File: src/rtl/commit_trace_buffer_pkg.sv
// Shared prv664 types: retire trace record and counter widths.
package prv664_pkg;

    localparam int XLEN      = 64;
    localparam int DROPCNT_W = 16;

    typedef struct packed {
        logic [XLEN-1:0] pc;
        logic [7:0]      itag;
        logic [4:0]      opcode;
        logic            mmio;
        logic            trap;
        logic            trap_async;
        logic [XLEN-1:0] trap_cause;
        logic [XLEN-1:0] trap_value;
    } trace_rec_t;

    function automatic logic [DROPCNT_W-1:0] sat_inc(input logic [DROPCNT_W-1:0] v);
        return (v == '1) ? v : v + DROPCNT_W'(1);
    endfunction

endpackage

File: src/rtl/commit_trace_buffer_if.sv
// Retire stream from the commit stage; one record per valid cycle, no backpressure.
interface instr_commit_interface;
    import prv664_pkg::*;

    logic            valid;
    logic [XLEN-1:0] pc;
    logic [7:0]      itag;
    logic [4:0]      opcode;
    logic            mmio;
    logic            trap_s;
    logic            trap_m;
    logic            trap_d;
    logic            trap_async;
    logic [XLEN-1:0] trap_cause;
    logic [XLEN-1:0] trap_value;

    modport master (output valid, pc, itag, opcode, mmio, trap_s, trap_m, trap_d,
                           trap_async, trap_cause, trap_value);
    modport slave  (input  valid, pc, itag, opcode, mmio, trap_s, trap_m, trap_d,
                           trap_async, trap_cause, trap_value);
endinterface

File: src/rtl/commit_trace_buffer_fifo.sv
// Trace record FIFO, write-to-head latency 1 (no bypass).
// Backpressure: push when full is refused unless a pop happens in the same cycle.
module commit_trace_fifo import prv664_pkg::*; #(
    parameter int DEPTH = 8
) (
    input  logic                   clk_i,
    input  logic                   arst_n_i,
    input  logic                   push,
    input  trace_rec_t             wdata,
    input  logic                   ready,
    output trace_rec_t             rdata,
    output logic                   valid,
    output logic                   drop,
    output logic [$clog2(DEPTH):0] count
);

    localparam int AW = $clog2(DEPTH);
    localparam int CW = AW + 1;

    logic [AW-1:0] wptr;
    logic [AW-1:0] rptr;
    logic [CW-1:0] cnt;
    logic          full;
    logic          pop;
    logic          push_ok;
    trace_rec_t    mem [DEPTH];

    assign valid   = (cnt != '0);
    assign full    = (cnt == CW'(DEPTH));
    assign pop     = valid && ready;
    // A simultaneous pop frees the slot the push needs, so full only blocks a lone push.
    assign push_ok = push && (!full || pop);
    assign drop    = push && full && !pop;
    assign count   = cnt;
    assign rdata   = mem[rptr];

    always_ff @(posedge clk_i or negedge arst_n_i) begin
        if (!arst_n_i) begin
            wptr <= '0;
            rptr <= '0;
            cnt  <= '0;
        end else begin
            if (push_ok) wptr <= wptr + AW'(1);
            if (pop)     rptr <= rptr + AW'(1);
            if (push_ok && !pop)      cnt <= cnt + CW'(1);
            else if (pop && !push_ok) cnt <= cnt - CW'(1);
        end
    end

    always_ff @(posedge clk_i) begin
        if (push_ok) mem[wptr] <= wdata;
    end

endmodule

File: src/rtl/commit_trace_buffer.sv
// Retire trace buffer: FIFO of commit records plus instret/trap/drop counters, latency 1.
// Backpressure: consumer stalls via trace_ready_i; records arriving while full are dropped and counted.
module commit_trace_buffer import prv664_pkg::*; #(
    parameter int DEPTH = 8
) (
    input  logic                   clk_i,
    input  logic                   arst_n_i,
    instr_commit_interface.slave   commit,
    input  logic                   inhibit_i,
    input  logic                   clr_i,
    output logic                   trace_valid_o,
    input  logic                   trace_ready_i,
    output logic [XLEN-1:0]        trace_pc_o,
    output logic [7:0]             trace_itag_o,
    output logic [4:0]             trace_opcode_o,
    output logic                   trace_mmio_o,
    output logic                   trace_trap_o,
    output logic                   trace_async_o,
    output logic [XLEN-1:0]        trace_cause_o,
    output logic [XLEN-1:0]        trace_tval_o,
    output logic [63:0]            instret_o,
    output logic [31:0]            trapcnt_o,
    output logic                   overflow_o,
    output logic [DROPCNT_W-1:0]   dropcnt_o,
    output logic [$clog2(DEPTH):0] count_o
);

    if (DEPTH < 2 || DEPTH > 64 || (DEPTH & (DEPTH - 1)) != 0) begin : g_bad_depth
        $error("commit_trace_buffer: DEPTH must be a power of two in 2..64");
    end

    trace_rec_t rec;
    trace_rec_t head;
    logic       is_trap;
    logic       drop;

    assign is_trap = commit.trap_s | commit.trap_m | commit.trap_d;

    always_comb begin
        rec            = '0;
        rec.pc         = commit.pc;
        rec.itag       = commit.itag;
        rec.opcode     = commit.opcode;
        rec.mmio       = commit.mmio;
        rec.trap       = is_trap;
        rec.trap_async = commit.trap_async;
        rec.trap_cause = commit.trap_cause;
        rec.trap_value = commit.trap_value;
    end

    commit_trace_fifo #(.DEPTH(DEPTH)) u_fifo (
        .clk_i    (clk_i),
        .arst_n_i (arst_n_i),
        .push     (commit.valid),
        .wdata    (rec),
        .ready    (trace_ready_i),
        .rdata    (head),
        .valid    (trace_valid_o),
        .drop     (drop),
        .count    (count_o)
    );

    assign trace_pc_o     = head.pc;
    assign trace_itag_o   = head.itag;
    assign trace_opcode_o = head.opcode;
    assign trace_mmio_o   = head.mmio;
    assign trace_trap_o   = head.trap;
    assign trace_async_o  = head.trap_async;
    assign trace_cause_o  = head.trap_cause;
    assign trace_tval_o   = head.trap_value;

    // Counters see every retirement, whether or not the record made it into the FIFO.
    always_ff @(posedge clk_i or negedge arst_n_i) begin
        if (!arst_n_i) begin
            instret_o  <= '0;
            trapcnt_o  <= '0;
            overflow_o <= 1'b0;
            dropcnt_o  <= '0;
        end else begin
            if (commit.valid && !is_trap && !inhibit_i) instret_o <= instret_o + 64'd1;
            if (commit.valid && is_trap)                trapcnt_o <= trapcnt_o + 32'd1;
            if (clr_i) begin
                overflow_o <= drop;
                dropcnt_o  <= drop ? DROPCNT_W'(1) : '0;
            end else if (drop) begin
                overflow_o <= 1'b1;
                dropcnt_o  <= sat_inc(dropcnt_o);
            end
        end
    end

endmodule
File: src/flat_wrapper.sv
// flat-port wrapper written by rule: the top's interface ports become plain ports
module commit_trace_buffer_flat import prv664_pkg::*;
#(
    parameter int DEPTH = 8
)
  (clk_i, arst_n_i, inhibit_i, clr_i, trace_valid_o, trace_ready_i, trace_pc_o, trace_itag_o, trace_opcode_o, trace_mmio_o, trace_trap_o, trace_async_o, trace_cause_o, trace_tval_o, instret_o, trapcnt_o, overflow_o, dropcnt_o, count_o, commit_valid, commit_pc, commit_itag, commit_opcode, commit_mmio, commit_trap_s, commit_trap_m, commit_trap_d, commit_trap_async, commit_trap_cause, commit_trap_value);
  instr_commit_interface commit_i ();
  input  logic clk_i;
  input  logic arst_n_i;
  input  logic inhibit_i;
  input  logic clr_i;
  output logic trace_valid_o;
  input  logic trace_ready_i;
  output logic [XLEN-1:0] trace_pc_o;
  output logic [7:0] trace_itag_o;
  output logic [4:0] trace_opcode_o;
  output logic trace_mmio_o;
  output logic trace_trap_o;
  output logic trace_async_o;
  output logic [XLEN-1:0] trace_cause_o;
  output logic [XLEN-1:0] trace_tval_o;
  output logic [63:0] instret_o;
  output logic [31:0] trapcnt_o;
  output logic overflow_o;
  output logic [DROPCNT_W-1:0] dropcnt_o;
  output logic [$clog2(DEPTH):0] count_o;
  input wire logic [$bits(commit_i.valid)-1:0] commit_valid;
  input wire logic [$bits(commit_i.pc)-1:0] commit_pc;
  input wire logic [$bits(commit_i.itag)-1:0] commit_itag;
  input wire logic [$bits(commit_i.opcode)-1:0] commit_opcode;
  input wire logic [$bits(commit_i.mmio)-1:0] commit_mmio;
  input wire logic [$bits(commit_i.trap_s)-1:0] commit_trap_s;
  input wire logic [$bits(commit_i.trap_m)-1:0] commit_trap_m;
  input wire logic [$bits(commit_i.trap_d)-1:0] commit_trap_d;
  input wire logic [$bits(commit_i.trap_async)-1:0] commit_trap_async;
  input wire logic [$bits(commit_i.trap_cause)-1:0] commit_trap_cause;
  input wire logic [$bits(commit_i.trap_value)-1:0] commit_trap_value;
  assign commit_i.valid = commit_valid;
  assign commit_i.pc = commit_pc;
  assign commit_i.itag = commit_itag;
  assign commit_i.opcode = commit_opcode;
  assign commit_i.mmio = commit_mmio;
  assign commit_i.trap_s = commit_trap_s;
  assign commit_i.trap_m = commit_trap_m;
  assign commit_i.trap_d = commit_trap_d;
  assign commit_i.trap_async = commit_trap_async;
  assign commit_i.trap_cause = commit_trap_cause;
  assign commit_i.trap_value = commit_trap_value;
  commit_trace_buffer #(.DEPTH(DEPTH)) u_core (.clk_i(clk_i), .arst_n_i(arst_n_i), .commit(commit_i), .inhibit_i(inhibit_i), .clr_i(clr_i), .trace_valid_o(trace_valid_o), .trace_ready_i(trace_ready_i), .trace_pc_o(trace_pc_o), .trace_itag_o(trace_itag_o), .trace_opcode_o(trace_opcode_o), .trace_mmio_o(trace_mmio_o), .trace_trap_o(trace_trap_o), .trace_async_o(trace_async_o), .trace_cause_o(trace_cause_o), .trace_tval_o(trace_tval_o), .instret_o(instret_o), .trapcnt_o(trapcnt_o), .overflow_o(overflow_o), .dropcnt_o(dropcnt_o), .count_o(count_o));
endmodule
File: config.mk
export PLATFORM = sky130hd
export DESIGN_NAME = commit_trace_buffer_flat
export DESIGN_NICKNAME = d
export VERILOG_FILES = /design/src/rtl/commit_trace_buffer_pkg.sv /design/src/rtl/commit_trace_buffer_if.sv /design/src/rtl/commit_trace_buffer_fifo.sv /design/src/rtl/commit_trace_buffer.sv /design/src/flat_wrapper.sv
export SDC_FILE = /design/constraint.sdc
export NUM_CORES = 2
export LEC_CHECK = 0
export ABC_AREA = 1
export ABC_CLOCK_PERIOD_IN_PS = 11310
export CAP_MARGIN = 20
export CORE_MARGIN = 2
export CORE_UTILIZATION = 30
export DETAILED_ROUTE_END_ITERATION = 8
export PLACE_DENSITY = 0.49
export SLEW_MARGIN = 10
export SYNTH_ARGS = -nofsm -noshare
export SYNTH_HDL_FRONTEND = slang
export SYNTH_SLANG_ARGS = --single-unit
File: constraint.sdc
create_clock -name clk_i -period 11.31 [get_ports clk_i]
set_clock_uncertainty 0.15 [all_clocks]
set_input_delay 2.262 -clock clk_i [delete_from_list [all_inputs] [get_ports clk_i]]
set_output_delay 2.262 -clock clk_i [all_outputs]
set_load 0.01 [all_outputs]
# Word level (Yosys, flattened, before mapping)
# Memories as Yosys holds them, arrays and structs flattened.
# Cells that the tools add are included.
[totals]
regBits = 123
ram_bits = 1664
input_bits = 216
output_inout_bits = 326
wordCells = 49
memories = 1
[classes]
add_sub_neg = 7
n_eq_ne = 3
muxes = 10
bitwise_logic = 2
n_reduce_logical = 19
[memory_table]
columns = ["memory", "depth", "width", "read_ports", "rd_clocked_by_memory_dff", "write_ports", "line_no", "rtl"]
rows = [
  ["u_core.u_fifo.mem", 8, 208, 1, 0, 1, "commit_trace_buffer_fifo.sv:26", "trace_rec_t mem [DEPTH];"],
]
[ops]
columns = ["operator", "n"]
rows = [
  ["$add 64x1->64 const B", 1],
  ["$mux 16", 3],
  ["$add 32x1->32 const B", 1],
  ["$add 16x1->16 const B", 1],
  ["$eq 16x16->1 const B", 1],
  ["$logic_and 1x1->1", 9],
  ["$mux 4", 2],
  ["$add 3x1->3 const B", 2],
  ["$logic_not 1->1", 5],
  ["$mux 1", 5],
  ["$add 4x1->4 const B", 1],
  ["$eq 4x4->1 const B", 1],
  ["$reduce_bool 2->1", 2],
  ["$reduce_bool 4->1", 1],
  ["$sub 4x1->4 const B", 1],
  ["$ne 2x2->1 const B", 1],
  ["$or 1x1->1", 2],
  ["$reduce_and 2->1", 1],
  ["$logic_or 1x1->1", 1],
]

# Logic depth before layout (Yosys ltp)
[logic_depth]
ltp_word = 8
depth_mapped = 13
ltp_nobuf = 13

# Modules after synthesis
# Synthesis repeated with hierarchy kept, for this count alone.
[hier_totals]
hier_cells = 8155
hier_area_um2 = 78270.1
[modules_own_cells]
columns = ["mod", "n_inst", "cells_per_inst", "area_each_um2", "seq_area_each_um2"]
rows = [
  ["commit_trace_fifo", 1, 7272, 71651.2, 50218.2],
  ["commit_trace_buffer", 1, 883, 6618.8, 2827.7],
]

# Worst setup path before layout
# OpenSTA, ideal clock, no wires.
[synth_path]
path_kind = "input to register"
startpoint = "input port trace_ready_i"
endpoint = "memory u_core.u_fifo.mem[0][0] (netlist name), enable pin"
setup_time_ns = 0.780
arrival_time_ns = 11.364
required_time_ns = 10.380
slack_ns = -0.984
cell_stages = 5
n_path_buf = 0
path_cell_list = "nor2_1 > nand2_1 > nand2_1 > or2_2 > nor2_1"
[synth_between]
elab_chain_len = 5
[synth_rtl]
columns = ["item", "line_no", "rtl"]
rows = [
  ["start, declared", "flat_wrapper.sv:13", "input logic trace_ready_i;"],
  ["$logic_and 1x1->1", "commit_trace_buffer_fifo.sv:30", "assign pop = valid && ready;"],
  ["$logic_or 1x1->1", "commit_trace_buffer_fifo.sv:32", "assign push_ok = push && (!full || pop);"],
  ["$logic_and 1x1->1", "commit_trace_buffer_fifo.sv:32", ""],
  ["$mux 1", "commit_trace_buffer_fifo.sv:51", "if (push_ok) mem[wptr] <= wdata;"],
  ["$mux 1 (implied by the code)", "commit_trace_buffer_fifo.sv:51", ""],
  ["end, declared", "commit_trace_buffer_fifo.sv:26", ""],
]
# No other way between the ends.

# Final worst setup path
[layout_path]
startpoint = "register u_core.u_fifo.rptr[0]"
endpoint = "output port trace_tval_o[7]"
[layout_between]
elab_chain_len = 1
[layout_rtl]
columns = ["item", "line_no", "rtl"]
rows = [
  ["start, declared", "commit_trace_buffer_fifo.sv:21", "logic [AW-1:0] rptr;"],
  ["start signal, assigned", "commit_trace_buffer_fifo.sv:44", "if (pop) rptr <= rptr + AW'(1);"],
  ["$mem_v2 8x208", "-", ""],
  ["end, declared", "flat_wrapper.sv:21", "output logic [XLEN-1:0] trace_tval_o;"],
]
# No other way between the ends.

==> results.yml <==
status:
  status: "finished, final reports clean"
synthesis:
  synth_edf_count: 1664
  synth.most_common_cell: "edfxtp_1"
  ys_seq_area_share_pct: 74.3
  synth.ff_latch_count: 1787
  yosysTopAreaCellShare_pct: 70.0
  synth.cell_area_sq_um: 71400
  avgSynthCellArea_sq_um: 12.6
  syn_inst: 5664
  ys.flop_type: "edfxtp_1"
  yosysTopAreaCell: "edfxtp_1"
  synthArstFlopShare_pct: 6.88
  yosys-top-cells-count: "1664 x edfxtp_1, 1397 x nor2_1, 939 x nand2_1"
  synth_nets: 5889
  post_synth_num_cell_types: 37
  synth_area_leaders: "edfxtp_1 70%, nor2_1 7.3%, o32ai_1 5.1%"
  ys_warn_count: 0
floorplanning:
  core_area_sq_um: 237000
  dieHeight_um: 492
  ioPinCount: 542
  rows: 179
  die_x_um: 492
  start_util_pct: 30.1
  die_area_sq_um: 242000
drt:
  dr_wl_met2_um: 89600
  wl_met3_um: 13300
  top_layer: "met5"
  drt-met1-wl_um: 92100
  dr.first_iter.drc_count: 2829
  wl_per_cell_um: 21.0
  first_pass_iters: 5
  routed_wl_um: 199000
  drc: 0
  ant_nets: 0
  avgViaCountPerCell: 4.82
  vias: 45700
sta:
  fmax_ghz: 0.140
  setup_violations: 0
  whs_ps: 369
  fin_crit_ps: 7150
  tightest_slew_ps: 1460
  hold_violations: 0
  rsz0062_at_grt: "no"
  slew_viol_final: 0
  slew_headroom_pct: 2.53
  period_share_pct: 63.2
worst_setup_path:
  slowest_delay_ps: 950
  start_kind: "flop"
  required_ps: 8900
  slowest_stage: "buf_4"
  path_cells: "buf_12 -> buf_4 -> nor2_1 -> o32ai_1 -> nand2_1 -> nand2_1 -> clkdlybuf4s50_1"
  cp_max_fo: 214
  cp_data_arrival_time_ps: 4740
  cpMostUsedCell: "nand2_1"
  r2r_slack_ps: 7290
  worst-setup-path-type: "reg2out"
  worst_setup_path_end_kind: "output pin"
placement:
  place_hpwl_um: 109000
  io_buffer_count: 541
  placed_area_sq_um: 80000
  gp_congestion: 0.851
clock_tree:
  cts_resized: 0
  postCtsSetupBuffers: 0
  cts-root-to-sink-buffers: 3
  ctsHoldBuffers: 0
  worstSkewPairLatency_ps: 840
  cts.root.buffer_cell: "clkbuf_16"
  numClockSinks: 1787
  clk_pin_slew_ps: 60
  cts_made_buffers: 197
  h-tree-depth: 4
  tritoncts: "yes"
layout:
  multi_input_area_sq_um: 16500
  nNetsFinal: 6359
  synthToLayoutAreaGrowth_pct: 21.0
  layout-drive-gt1-share_pct: 6.13
  regArea_sq_um: 53100
  final_area_sq_um: 86400
  num-fill-cells: 22800
hold_path:
  worstHoldPathType: "reg2reg"
pwr:
  p_switching_w: 0.00797
  ir_worst_vdd_mv: 0.275
  p_sw_share_pct: 35.4
  power.density_nw_per_um2: 260
  pwr-share-comb_pct: 34.6
  pwr-share-seq_pct: 37.4
  power_frac_clock_pct: 28.0
  p_leak_nw: 29.2
  internal-power_w: 0.0145
grt:
  grtUsageTotal_pct: 16.0
  grt_overflow_total: 0
  grt_pass1_wl_um: 295000
  first_global_vias: 44500
  antenna_found_initial: 41
  grt_max_degree: 215
run:
  cap_violations: 0
## registers in the layout, summed over array words and instances (netlist names)
register	count
u_core.dropcnt_o	16
u_core.instret_o	64
u_core.overflow_o	1
u_core.trapcnt_o	32
u_core.u_fifo.count	4
u_core.u_fifo.mem	1664
u_core.u_fifo.rptr	3
u_core.u_fifo.wptr	3
## final timing paths
| check | from | depth (start not counted) | endpoint |
|---|---|---|---|
| max | u_core.u_fifo.rptr[0]$_DFFE_PN0N_ | 7 | trace_tval_o[7] |
| min | u_core.trapcnt_o[12]$_DFFE_PN0P_ | 1 | u_core.trapcnt_o[12]$_DFFE_PN0P_ |
| max reg2reg | u_core.u_fifo.count[0]$_DFFE_PN0P_ | 7 | u_core.u_fifo.mem[2][141]$_DFFE_PP_ |
| min reg2reg | u_core.trapcnt_o[12]$_DFFE_PN0P_ | 1 | u_core.trapcnt_o[12]$_DFFE_PN0P_ |
| max in group asynchronous | arst_n_i | 2 | u_core.trapcnt_o[4]$_DFFE_PN0P_ |
| min in group asynchronous | arst_n_i | 1 | u_core.instret_o[43]$_DFFE_PN0P_ |
## area by class of cell
type	count	area share, %
sequential	1787	61.4
multi-input combinational	3443	19.1
timing repair buffer	599	7.05
clock buffer	248	6.04
tap	3167	4.59
clock inverter	113	1.30
inverter	106	0.478
antenna	4	0.0116
## critical path: cells and delay by family (launching register included)
kind	cells	cell delay (ps)
flip-flops	1	740
AO/OA/AOI/OAI	1	310
AND/OR/NAND/NOR	3	430
buffers and inverters	3	2210
## kinds of logic after synthesis
group,synth area share (%)
AO/OA/AOI/OAI,8.20
XOR/XNOR,0.896
adder cells (fa/ha/maj),0.168
buffers and inverters,2.64
flip-flops,74.3
multiplexers,0.0316
AND/OR/NAND/NOR,13.7
## metrics by stage
step | TNS (ps) | total power [W] | std cells | worst slack (ps) | util [%]
floorplan | -1547490 | 0.0131 | 5664 | -984 | -
global placement | 0 | 0.0164 | 9102 | 4940 | 33.7
detailed placement | 0 | 0.0165 | 9102 | 4970 | 33.7
CTS | 0 | 0.0229 | 9463 | 4050 | 36.4
global route | 0 | 0.0238 | 9464 | 3790 | 36.4
finish | 0 | 0.0225 | 9467 | 4160 | 36.4
## power groups by stage
stage	Clock, W	Combinational [W]	Sequential (W)
after global routing	0.00673	0.00860	0.00847
final	0.00630	0.00779	0.00840
after global placement	0	0.00791	0.00853
after CTS	0.00649	0.00797	0.00840
after detailed placement	0	0.00792	0.00854
after floorplan	0	0.00438	0.00870
## routing by layer
layer / GRT usage, % / up-vias
met5: 0 / -
met4: 3.58 / 68
met3: 4.69 / 323
met2: 24.6 / 1057
met1: 22.3 / 22900
li1: - / 21300
## placed cells by master (no fill, tap or decap), drive strengths merged, types with 65 or more instances in the layout
master,n
clkbuf,248
dfrtp,123
edfxtp,1664
nand2,943
clkdlybuf4s50,540
nor2,1418
inv,117
o21ai,435
nand3,65
o32ai,416
clkinv,79
Note: power is estimated with default switching activity, not from simulation.
